**src/rtl/keypad_pkg.sv**
```systemverilog
// Shared types, key map and decode helpers for the 4x4 keypad scanner.
package keypad_pkg;

    typedef enum logic [1:0] {
        SCAN     = 2'd0,
        PRESS_DB = 2'd1,
        HELD     = 2'd2,
        REL_DB   = 2'd3
    } kp_state_t;

    localparam logic [3:0] KEY_CLR   = 4'hA;
    localparam logic [3:0] KEY_BS    = 4'hB;
    localparam int         MAX_VALUE = 9999;

    // Nibble {row, col} holds the key code; row 0 col 0 is the lowest nibble.
    // r0: 1 2 3 A | r1: 4 5 6 B | r2: 7 8 9 C | r3: E 0 F D
    localparam logic [63:0] KEYMAP = 64'hDF0E_C987_B654_A321;

    // Index of the low bit in a one-hot-low column drive.
    function automatic logic [1:0] col_index(input logic [3:0] col);
        logic [1:0] idx;
        case (col)
            4'b1110: idx = 2'd0;
            4'b1101: idx = 2'd1;
            4'b1011: idx = 2'd2;
            4'b0111: idx = 2'd3;
            default: idx = 2'd0;
        endcase
        return idx;
    endfunction

    // Lowest-index low row; several rows low at once resolve to the lowest.
    function automatic logic [1:0] first_low_row(input logic [3:0] rows);
        logic [1:0] idx;
        if (!rows[0]) begin
            idx = 2'd0;
        end else if (!rows[1]) begin
            idx = 2'd1;
        end else if (!rows[2]) begin
            idx = 2'd2;
        end else begin
            idx = 2'd3;
        end
        return idx;
    endfunction

    function automatic logic [3:0] key_code(input logic [1:0] row, input logic [1:0] col);
        return KEYMAP[{row, col, 2'b00} +: 4];
    endfunction

    function automatic logic is_digit(input logic [3:0] code);
        return (code <= 4'd9);
    endfunction

endpackage

```
**src/rtl/keypad_scan_tick.sv**
```systemverilog
// Scan-rate divider: one-cycle o_tick every CLK_HZ/SCAN_HZ clocks.
module keypad_scan_tick #(
    parameter int CLK_HZ  = 100_000_000,
    parameter int SCAN_HZ = 1_000
) (
    input  logic clk,
    input  logic rst_n,
    output logic o_tick
);

    localparam int DIV   = ((CLK_HZ / SCAN_HZ) > 1) ? (CLK_HZ / SCAN_HZ) : 2;
    localparam int CNT_W = $clog2(DIV);
    localparam logic [CNT_W-1:0] LAST = CNT_W'(DIV - 1);
    localparam logic [CNT_W-1:0] ONE  = CNT_W'(1);

    logic [CNT_W-1:0] cnt_r;

    // Free-running divider; the tick is registered at the wrap.
    always_ff @(posedge clk) begin
        if (!rst_n) begin
            cnt_r  <= {CNT_W{1'b0}};
            o_tick <= 1'b0;
        end else if (cnt_r == LAST) begin
            cnt_r  <= {CNT_W{1'b0}};
            o_tick <= 1'b1;
        end else begin
            cnt_r  <= cnt_r + ONE;
            o_tick <= 1'b0;
        end
    end

endmodule

```
**src/rtl/keypad_scanner.sv**
```systemverilog
// 4x4 matrix keypad scanner with press/release debounce and a 0..9999
// decimal entry accumulator. Optional build macro KEYPAD_AUTOREPEAT_EN adds
// auto-repeat of held digit keys. DEBOUNCE_SCANS is expected to be >= 2.
module keypad_scanner
    import keypad_pkg::*;
#(
    parameter int CLK_HZ         = 100_000_000,
    parameter int SCAN_HZ        = 1_000,
    parameter int DEBOUNCE_SCANS = 20,
    parameter int REPEAT_SCANS   = 300
) (
    input  logic        sysclk,
    input  logic        i_rst_n,
    input  logic [3:0]  i_keyRow,
    output logic [3:0]  o_keyCol,
    output logic        o_keyValid,
    output logic [3:0]  o_keyCode,
    output logic [13:0] o_value
);

    // One counter width serves both the debounce and the repeat counters.
    localparam int CNT_MAX = (DEBOUNCE_SCANS > REPEAT_SCANS) ? DEBOUNCE_SCANS : REPEAT_SCANS;
    localparam int CNT_W   = $clog2(CNT_MAX + 1);
    localparam logic [CNT_W-1:0] CNT_ONE     = CNT_W'(1);
    localparam logic [CNT_W-1:0] DEB_CNT     = CNT_W'(DEBOUNCE_SCANS);
    localparam logic [16:0]      VALUE_LIMIT = 17'(MAX_VALUE);

    logic [3:0]       row_meta_r;
    logic [3:0]       row_sync_r;
    logic             tick_s;
    kp_state_t        state_r;
    kp_state_t        state_n;
    logic [CNT_W-1:0] cnt_r;
    logic [CNT_W-1:0] cnt_n;
    logic [CNT_W-1:0] cnt_inc_s;
    logic [3:0]       cand_r;
    logic [3:0]       cand_n;
    logic [3:0]       col_n;
    logic             valid_n;
    logic [3:0]       code_n;
    logic [13:0]      value_n;
    logic             accept_s;
    logic             all_high_s;
    logic [3:0]       sample_code_s;
    logic [16:0]      digit_sum_s;
    logic [13:0]      value_div_s;
`ifdef KEYPAD_AUTOREPEAT_EN
    localparam logic [CNT_W-1:0] REP_CNT = CNT_W'(REPEAT_SCANS);
    logic [CNT_W-1:0] rep_r;
    logic [CNT_W-1:0] rep_n;
    logic [CNT_W-1:0] rep_inc_s;
`endif

    keypad_scan_tick #(
        .CLK_HZ  (CLK_HZ),
        .SCAN_HZ (SCAN_HZ)
    ) u_tick (
        .clk    (sysclk),
        .rst_n  (i_rst_n),
        .o_tick (tick_s)
    );

    // Two-flop synchronizer for the asynchronous row inputs (idle high).
    always_ff @(posedge sysclk) begin
        if (!i_rst_n) begin
            row_meta_r <= 4'hF;
            row_sync_r <= 4'hF;
        end else begin
            row_meta_r <= i_keyRow;
            row_sync_r <= row_meta_r;
        end
    end

    assign all_high_s    = &row_sync_r;
    assign sample_code_s = key_code(first_low_row(row_sync_r), col_index(o_keyCol));
    assign cnt_inc_s     = cnt_r + CNT_ONE;
    // v*10 + d as (v<<3)+(v<<1)+d, kept in 17 bits so overflow is visible.
    assign digit_sum_s   = {o_value, 3'b000} + {2'b00, o_value, 1'b0} + {13'd0, cand_r};
    assign value_div_s   = o_value / 14'd10;
`ifdef KEYPAD_AUTOREPEAT_EN
    assign rep_inc_s     = rep_r + CNT_ONE;
`endif

    // Scan/debounce FSM next-state; everything advances only on scan ticks.
    always_comb begin
        state_n  = state_r;
        cnt_n    = cnt_r;
        cand_n   = cand_r;
        col_n    = o_keyCol;
        accept_s = 1'b0;
`ifdef KEYPAD_AUTOREPEAT_EN
        rep_n    = rep_r;
`endif
        if (tick_s) begin
            case (state_r)
                SCAN: begin
                    if (all_high_s) begin
                        col_n = {o_keyCol[2:0], o_keyCol[3]};
                    end else begin
                        cand_n  = sample_code_s;
                        cnt_n   = CNT_ONE;
                        state_n = PRESS_DB;
                    end
                end
                PRESS_DB: begin
                    if (all_high_s || (sample_code_s != cand_r)) begin
                        // Bounce: re-sample the same column, no rotation.
                        state_n = SCAN;
                    end else if (cnt_inc_s == DEB_CNT) begin
                        cnt_n    = cnt_inc_s;
                        accept_s = 1'b1;
                        state_n  = HELD;
`ifdef KEYPAD_AUTOREPEAT_EN
                        rep_n    = {CNT_W{1'b0}};
`endif
                    end else begin
                        cnt_n = cnt_inc_s;
                    end
                end
                HELD: begin
                    if (all_high_s) begin
                        cnt_n   = CNT_ONE;
                        state_n = REL_DB;
`ifdef KEYPAD_AUTOREPEAT_EN
                        rep_n   = {CNT_W{1'b0}};
`endif
                    end else begin
`ifdef KEYPAD_AUTOREPEAT_EN
                        if (rep_inc_s == REP_CNT) begin
                            rep_n    = {CNT_W{1'b0}};
                            accept_s = is_digit(cand_r);
                        end else begin
                            rep_n = rep_inc_s;
                        end
`else
                        state_n = HELD;
`endif
                    end
                end
                REL_DB: begin
                    if (!all_high_s) begin
                        state_n = HELD;
`ifdef KEYPAD_AUTOREPEAT_EN
                        rep_n   = {CNT_W{1'b0}};
`endif
                    end else if (cnt_inc_s == DEB_CNT) begin
                        cnt_n   = cnt_inc_s;
                        state_n = SCAN;
                    end else begin
                        cnt_n = cnt_inc_s;
                    end
                end
                default: begin
                    state_n = SCAN;
                end
            endcase
        end else begin
            state_n = state_r;
        end
    end

    // Accept actions: pulse, code capture and decimal entry update.
    always_comb begin
        valid_n = accept_s;
        code_n  = o_keyCode;
        value_n = o_value;
        if (accept_s) begin
            code_n = cand_r;
            case (cand_r)
                KEY_CLR: value_n = 14'd0;
                KEY_BS:  value_n = value_div_s;
                default: begin
                    if (is_digit(cand_r) && (digit_sum_s <= VALUE_LIMIT)) begin
                        value_n = digit_sum_s[13:0];
                    end else begin
                        value_n = o_value;
                    end
                end
            endcase
        end else begin
            code_n = o_keyCode;
        end
    end

    // State and output registers.
    always_ff @(posedge sysclk) begin
        if (!i_rst_n) begin
            state_r    <= SCAN;
            cnt_r      <= {CNT_W{1'b0}};
            cand_r     <= 4'd0;
            o_keyCol   <= 4'b1110;
            o_keyValid <= 1'b0;
            o_keyCode  <= 4'd0;
            o_value    <= 14'd0;
        end else begin
            state_r    <= state_n;
            cnt_r      <= cnt_n;
            cand_r     <= cand_n;
            o_keyCol   <= col_n;
            o_keyValid <= valid_n;
            o_keyCode  <= code_n;
            o_value    <= value_n;
        end
    end

`ifdef KEYPAD_AUTOREPEAT_EN
    // Repeat tick counter while a digit key stays held.
    always_ff @(posedge sysclk) begin
        if (!i_rst_n) begin
            rep_r <= {CNT_W{1'b0}};
        end else begin
            rep_r <= rep_n;
        end
    end
`endif

endmodule

```
**config.mk**
```make
export PLATFORM = sky130hd
export DESIGN_NAME = keypad_scanner
export DESIGN_NICKNAME = d
export VERILOG_FILES = /design/src/rtl/keypad_pkg.sv /design/src/rtl/keypad_scan_tick.sv /design/src/rtl/keypad_scanner.sv
export SDC_FILE = /design/constraint.sdc
export NUM_CORES = 1
export LEC_CHECK = 0
export BUFFER_PORTS_ARGS = -buffer_cell sky130_fd_sc_hd__buf_4
export CORE_MARGIN = 10
export CORE_UTILIZATION = 43
export DETAILED_ROUTE_END_ITERATION = 10
export SETUP_SLACK_MARGIN = 0.4
export SYNTH_ARGS = -nofsm -noshare
export SYNTH_HDL_FRONTEND = slang
export SYNTH_SLANG_ARGS = --single-unit
```
**constraint.sdc**
```tcl
create_clock -name sysclk -period 4.1 [get_ports sysclk]
set_input_delay 0.41 -clock sysclk [delete_from_list [all_inputs] [get_ports sysclk]]
set_output_delay 0.41 -clock sysclk [all_outputs]
set_load 0.02 [all_outputs]
```
# [Word-level counts from Yosys, hierarchy flattened]
# Cells that the tools add are included.
[word_totals] regBits=64 elab_cells=72 out_inout_bits=23 inputBits=6
[classes] reduce_logical=11 muxes=23 magnitude_cmp=2 bitwise_logic=2 addsub=4 n_shift=1 n_div=1 eq_ne=17
[op_table] operator="$shiftx 64x7->4 const A" count=1
[op_table] operator="$mux 9" count=4
[op_table] operator="$pmux 9 s4" count=1
[op_table] operator="$pmux 14 s2" count=1
[op_table] operator="$add 17x1->17 const B" count=1
[op_table] operator="$add 17x15->17" count=1
[op_table] operator="$add 17x4->17" count=1
[op_table] operator="$eq 17x17->1 const B" count=1
[op_table] operator="$le 17x14->1 const B" count=1
[op_table] operator="$eq 4x4->1 const B" count=4
[op_table] operator="$div 14x4->14 const B" count=1
[op_table] operator="$mux 14" count=1
[op_table] operator="$mux 2" count=7
[op_table] operator="$add 9x1->9 const B" count=1
[op_table] operator="$eq 9x5->1 const B" count=1
[op_table] operator="$ne 2x2->1 const B" count=4
[op_table] operator="$pmux 2 s4" count=1
[op_table] operator="$reduce_and 4->1" count=2
[op_table] operator="$mux 1" count=7
[op_table] operator="$ne 3x3->1 const B" count=2
[op_table] operator="$pmux 2 s3" count=1
[op_table] operator="$reduce_and 6->1" count=1
[op_table] operator="$reduce_and 5->1" count=1
[op_table] operator="$eq 2x2->1 const B" count=2
[op_table] operator="other kinds (12)" count=13

# [Logic depth before layout (Yosys ltp)]
[depth] ltp_word=10 mapped_depth=18 mapped_depth_nobuf=17

# [Modules after synthesis]
# From an unflattened synthesis, not the netlist that was laid out.
[hier_totals] cells_unflattened=714 area_unflattened_um2=5486.5
[modules_own_cells] module="keypad_scanner" area_each_um2=4687.0 n_inst=1 cells_each=626
[modules_own_cells] module="keypad_scan_tick" area_each_um2=799.5 n_inst=1 cells_each=88

# [Worst setup path before layout]
# OpenSTA, ideal clock, no wires.
[synth_path] kind="register to register" startpoint="reg o_value[2]" endpoint="reg o_value[3]" slack_ns=0.151 path_stages_with_launch=17 arrival_time_ns=3.832 required_ns=3.984 synth_period_minus_slack_ns=3.949 cell_sequence="dfxtp_1 fa_1 inv_1 fa_1 nor2b_1 o21ai_0 a21boi_1 o21ai_0 a21boi_1 o21a_1 o21a_1 or2_2 or4_1 a31oi_1 o22ai_2 clkbuf_1 o211a_1"
[synth_via] elab_chain_cells=6 elab_cells_between_ends=9 cone_classes="2 x add/sub; 1 x div; 1 x order compare; 2 x mux; 3 x reduce/logical"
[synth_rtl] element="start, declared" line="keypad_scanner.sv:18" source="output logic [13:0] o_value"
[synth_rtl] element="start signal, assigned" line="keypad_scanner.sv:202" source="o_value <= value_n;"
[synth_rtl] element="parallel branches: the longest is 6 deep, another holds $div 14x4->14"
# Several ways; the timed one is not identified. The select of a mux whose other input is x is not followed.
# A chain may end at the register's enable or synchronous reset.

# [Worst setup path in the final report]
[layout_path] startpoint="reg o_value[0]" endpoint="reg o_value[12]"
# Same word-level chain as after synthesis.

==> out/results.env <==
STATUS='finished clean'
REPORT.FINAL.HOLD_VIOL_COUNT=0
FINALHOLDWORSTSLACK_NS=0.267
DETAIL_ROUTE.FIRST_PASS.ITERATIONS=5
WORSTSETUPPATHTYPE='flip-flop to flip-flop'
WIRE_LENGTH_OF_THE_FIRST_GLOBAL_ROUTING_PASS_MM=22.6
PERIOD_MINUS_SLACK_NS=3.86
CP_MAX_FO=6
SYNTH_FP_NETS=690
FIN_MAX_SLEW_VIOS=0
SLEW_HR=0.219
INITIAL_UTILIZATION=0.440
CORE_AREA_SQ_UM=11500
MAX-VDD-IR-DROP_mV=0.245
SYNTH_COMPOUND_AREA_FRAC=0.236
GR-USAGE-ALL-LAYERS=0.160
PATH_CELLS='fa_1, buf_6, ha_4, a21o_1, a21oi_2, o21ai_1, a21oi_1, o21ai_1, a21oi_2, xnor2_2, or4_4, a31oi_4, o22ai_2, buf_6, buf_12, mux2i_1, nor2_1'
YOSYS.AREA.TOP_TYPE='sky130_fd_sc_hd__dfxtp_1'
ROOT_BUFFER='sky130_fd_sc_hd__clkbuf_16'
H-TREE-DEPTH=3
DR_TOTAL_VIAS=5106
CRITICAL-PATH-TOP-DELAY-FAMILY='compound AO/OA/AOI/OAI gates'
FINALCLOCKSKEW_NS=0.00776
WORSTSETUPENDPOINTTYPE='flip-flop'
WIRE_PER_INST_MICRONS=16.7
ANT_NETS=0
DETAIL_ROUTE.VIAS_PER_CELL=5.96
NETLIST_INSTANCES=649
GRT-BUSIEST-LAYER='met2'
MET3_GLOBAL_ROUTE_USAGE=0.0277
DETAILEDPLACEMENTHPWL_MM=9.39
WORST-ENDPOINT-REQUIRED_NS=4.27
NETLIST_TOP_CELLS_AREA='sky130_fd_sc_hd__dfxtp_1 (25%), sky130_fd_sc_hd__ha_1 (8.2%), sky130_fd_sc_hd__nor2_1 (6.0%)'
NETS=750
POSTCTSHOLDBUFS=0
TRITONCTS='yes'
NUMCLOCKSINKS=64
STARTPOINT_TYPE='flip-flop'
PLACEMENT.SETUP.WORST_SLACK_NS=0.171
SYNTH_XOR_AREA_FRAC=0.0623
AREA_DELTA_SYNTH_FINAL_PCT=29.1
HOLD_PATH_CLASS='input port to flip-flop'
NUM_IO_PINS=29
CTS-ROOT-TO-SINK-BUFFERS=2
ASYNC_RESET_FF_FRAC=0
SYNTH_TOP_FAMILY_BY_AREA='simple AND/OR/NAND/NOR gates'
GR-USAGE-MET2=0.273
P_LEAK_nW=2.63
MAPPEDNETLISTAREA_SQ_UM=5040
RR_WORST_DEPTH=17
ANTENNADIODECOUNT=0
TOTALNEGATIVESETUPSLACK_NS=0
LAYOUT_SETUP_WS_NS=0.241
GRT_MAX_DEGREE=34
CRITICAL_PATH.N_BUFFERS_INVERTERS=3
FP.DIEW_MICRONS=128
WORST_EP_ARRIVAL_TIME_NS=4.03
FINALCRITPERIODSHARE=0.941
WORST_SETUP_HOLD_PATH_CLK_SLEW_NS=0.06
RSZ0062_AT_GRT='yes'
CLOCK_LATENCY_NS=0.33
GRT_OVERFLOW=0
CRITICAL_PATH.SLOWEST_CELL='sky130_fd_sc_hd__fa_1'
SYNTH-SIMPLE-AREA-SHARE=0.259
SYNTH.FF_LATCH_COUNT=64
PORT_BUFFERS=28
FMAX_MHz=259
DRT_WL_TOTAL_MM=14.3
NUMBER_OF_GLOBAL_ROUTE_VIAS_BEFORE_REPAIR=4707
DIE_AREA_SQ_UM=16500
SYNTH-ADDER-AREA-SHARE=0.0920
POSTSYNTHAREAPERCELL_SQ_UM=7.77
CRITICAL_PATH_CELL_COUNT=17
SYNTH_TOP_FLOP_CELL='sky130_fd_sc_hd__dfxtp_1'
DRT_FIRST_ITER_VIOLATIONS=435
NUMBER_OF_ANTENNA_VIOLATIONS_AT_THE_FIRST_CHECK_IN_GLOBAL_ROUTING=0
NUMCTSBUFFERS=9
SYNTH-WARNING-COUNT=0
WORST_HOLD_STAGES=2
GROUTE.LAYER.MET1.USAGE=0.197
MUXSHAREOFSYNTHAREA=0.0399
TIGHTESTPINTRANSITION_NS=1.17
PLACEMENT_ROWS=39
MAX_CAPACITANCE_VIOLATION_COUNT=0
PLACE.GP.CONGESTION=0.911
MAX_STAGE_DELAY_NS=0.59
DRIVE_GT1_FRAC=0.272
CHIPHEIGHT_MICRONS=128
NETLIST.AREA_LEADER.SHARE=0.254
POWER-PER-CELL-AREA_nW_PER_UM2=216
POST-ROUTE-DRC-COUNT=0
POST_SYNTH_NUM_CELL_TYPES=85
SYNTH.YOSYS.SEQ_AREA_SHARE=0.254
SETUP_VIOL=0
NUMBER_OF_ENABLE_TYPE_REGISTER_CELLS_IN_THE_SYNTHESIZED_NETLIST=0
power by group:
| part | total [mW] | switching, mW | internal (mW) |
|---|---|---|---|
| Combinational | 0.0376 | 0.0236 | 0.0140 |
| Sequential | 0.631 | 0.00532 | 0.626 |
| Clock | 0.740 | 0.283 | 0.457 |
| Total | 1.41 | 0.312 | 1.10 |
stage by stage:
step,util,cells,area (sq um),power (mW)
2_1_floorplan,-,649,5070,0.672
3_3_place_gp,0.479,808,5490,0.682
4_1_cts,0.527,837,6040,1.42
3_5_place_dp,0.479,808,5490,0.683
5_1_grt,0.568,857,6520,1.46
6_report,0.568,857,6520,1.41
metal layers:
layer | up-vias | routed length [microns] | part of all wire
met3 | 36 | 515 | 0.036
li1 | 2507 | - | -
met2 | 138 | 7040 | 0.49
met1 | 2425 | 6410 | 0.45
met4 | 0 | 341 | 0.024
met5 | - | 0 | 0
kinds of logic (layout without fill, tap and decap cells):
family,count (synthesis),after routing
and+or+nand+nor,260,260
AOI/OAI and AO/OA,167,168
buffers and inverters,67,131
DFF,64,64
adders and majority gates,36,36
xor gates and xnor gates,35,35
muxes,20,20
registers in the layout, summed over array words and instances (netlist names):
signal / count
u_tick.cnt_r: 17
o_value: 14
cnt_r: 9
cand_r: 4
o_keyCode: 4
o_keyCol: 4
row_meta_r: 4
row_sync_r: 4
state_r: 2
o_keyValid: 1
u_tick.o_tick: 1
path summary, 6_finish.rpt:
check	from	endpoint	slack, ns
max	o_value[0]	o_value[12]	0.24
min	i_keyRow[0]	row_meta_r[0]	0.27
max reg2reg	o_value[0]	o_value[12]	0.24
min reg2reg	row_meta_r[3]	row_sync_r[3]	0.40
layout make-up:
class | count | area, sq um
sequential | 64 | 1300
inverter | 32 | 124
multi-input combinational | 519 | 3880
tap | 143 | 179
clock buffer | 12 | 267
clock inverter | 4 | 27.5
fill | 1022 | 4950
timing repair buffer | 83 | 741
Yosys cell counts, types with 4 or more instances:
master                      count
sky130_fd_sc_hd__a211oi_1      17
sky130_fd_sc_hd__a21o_1         5
sky130_fd_sc_hd__a21oi_1       35
sky130_fd_sc_hd__a311oi_1       4
sky130_fd_sc_hd__a31oi_1        4
sky130_fd_sc_hd__and3_1         8
sky130_fd_sc_hd__buf_2         13
sky130_fd_sc_hd__clkbuf_1      18
sky130_fd_sc_hd__dfxtp_1       64
sky130_fd_sc_hd__ha_1          33
sky130_fd_sc_hd__inv_1         30
sky130_fd_sc_hd__mux2i_1       19
sky130_fd_sc_hd__nand2_1       48
sky130_fd_sc_hd__nand2b_1      11
sky130_fd_sc_hd__nand3_1       32
sky130_fd_sc_hd__nand3b_1       5
sky130_fd_sc_hd__nand4_1        7
sky130_fd_sc_hd__nor2_1        80
sky130_fd_sc_hd__nor2b_1        8
sky130_fd_sc_hd__nor3_1        21
sky130_fd_sc_hd__nor4_1         9
sky130_fd_sc_hd__nor4b_1        4
sky130_fd_sc_hd__o2111ai_1      4
sky130_fd_sc_hd__o211ai_1       6
sky130_fd_sc_hd__o21a_1         5
sky130_fd_sc_hd__o21ai_0       28
sky130_fd_sc_hd__o221ai_1       6
sky130_fd_sc_hd__o22ai_1        4
sky130_fd_sc_hd__or2_2          4
sky130_fd_sc_hd__xnor2_1       17
sky130_fd_sc_hd__xor2_1        17
layout by cell type (no fill, tap or decap), types with 6 or more instances in the layout:
cell,count
sky130_fd_sc_hd__a211oi_1,12
sky130_fd_sc_hd__a211oi_2,7
sky130_fd_sc_hd__a21oi_1,28
sky130_fd_sc_hd__a21oi_2,7
sky130_fd_sc_hd__and3_1,8
sky130_fd_sc_hd__buf_4,71
sky130_fd_sc_hd__buf_6,6
sky130_fd_sc_hd__clkbuf_16,10
sky130_fd_sc_hd__dfxtp_1,56
sky130_fd_sc_hd__ha_1,31
sky130_fd_sc_hd__inv_1,29
sky130_fd_sc_hd__mux2i_1,19
sky130_fd_sc_hd__nand2_1,46
sky130_fd_sc_hd__nand2b_1,9
sky130_fd_sc_hd__nand3_1,31
sky130_fd_sc_hd__nand4_1,7
sky130_fd_sc_hd__nor2_1,74
sky130_fd_sc_hd__nor2b_1,6
sky130_fd_sc_hd__nor3_1,17
sky130_fd_sc_hd__nor4_1,7
sky130_fd_sc_hd__o211ai_1,6
sky130_fd_sc_hd__o21ai_0,23
sky130_fd_sc_hd__xnor2_1,16
sky130_fd_sc_hd__xor2_1,17
timing repair:
| item | 4_1_cts | 5_1_grt |
|---|---|---|
| endpoints found under the setup margin | 14 | 15 |
| gates cloned | 2 | 2 |
| resized for setup | 32 | 65 |
| setup buffers | 11 | 18 |
| pin swaps | 15 | 28 |
Power figures use the tool's default switching activity.
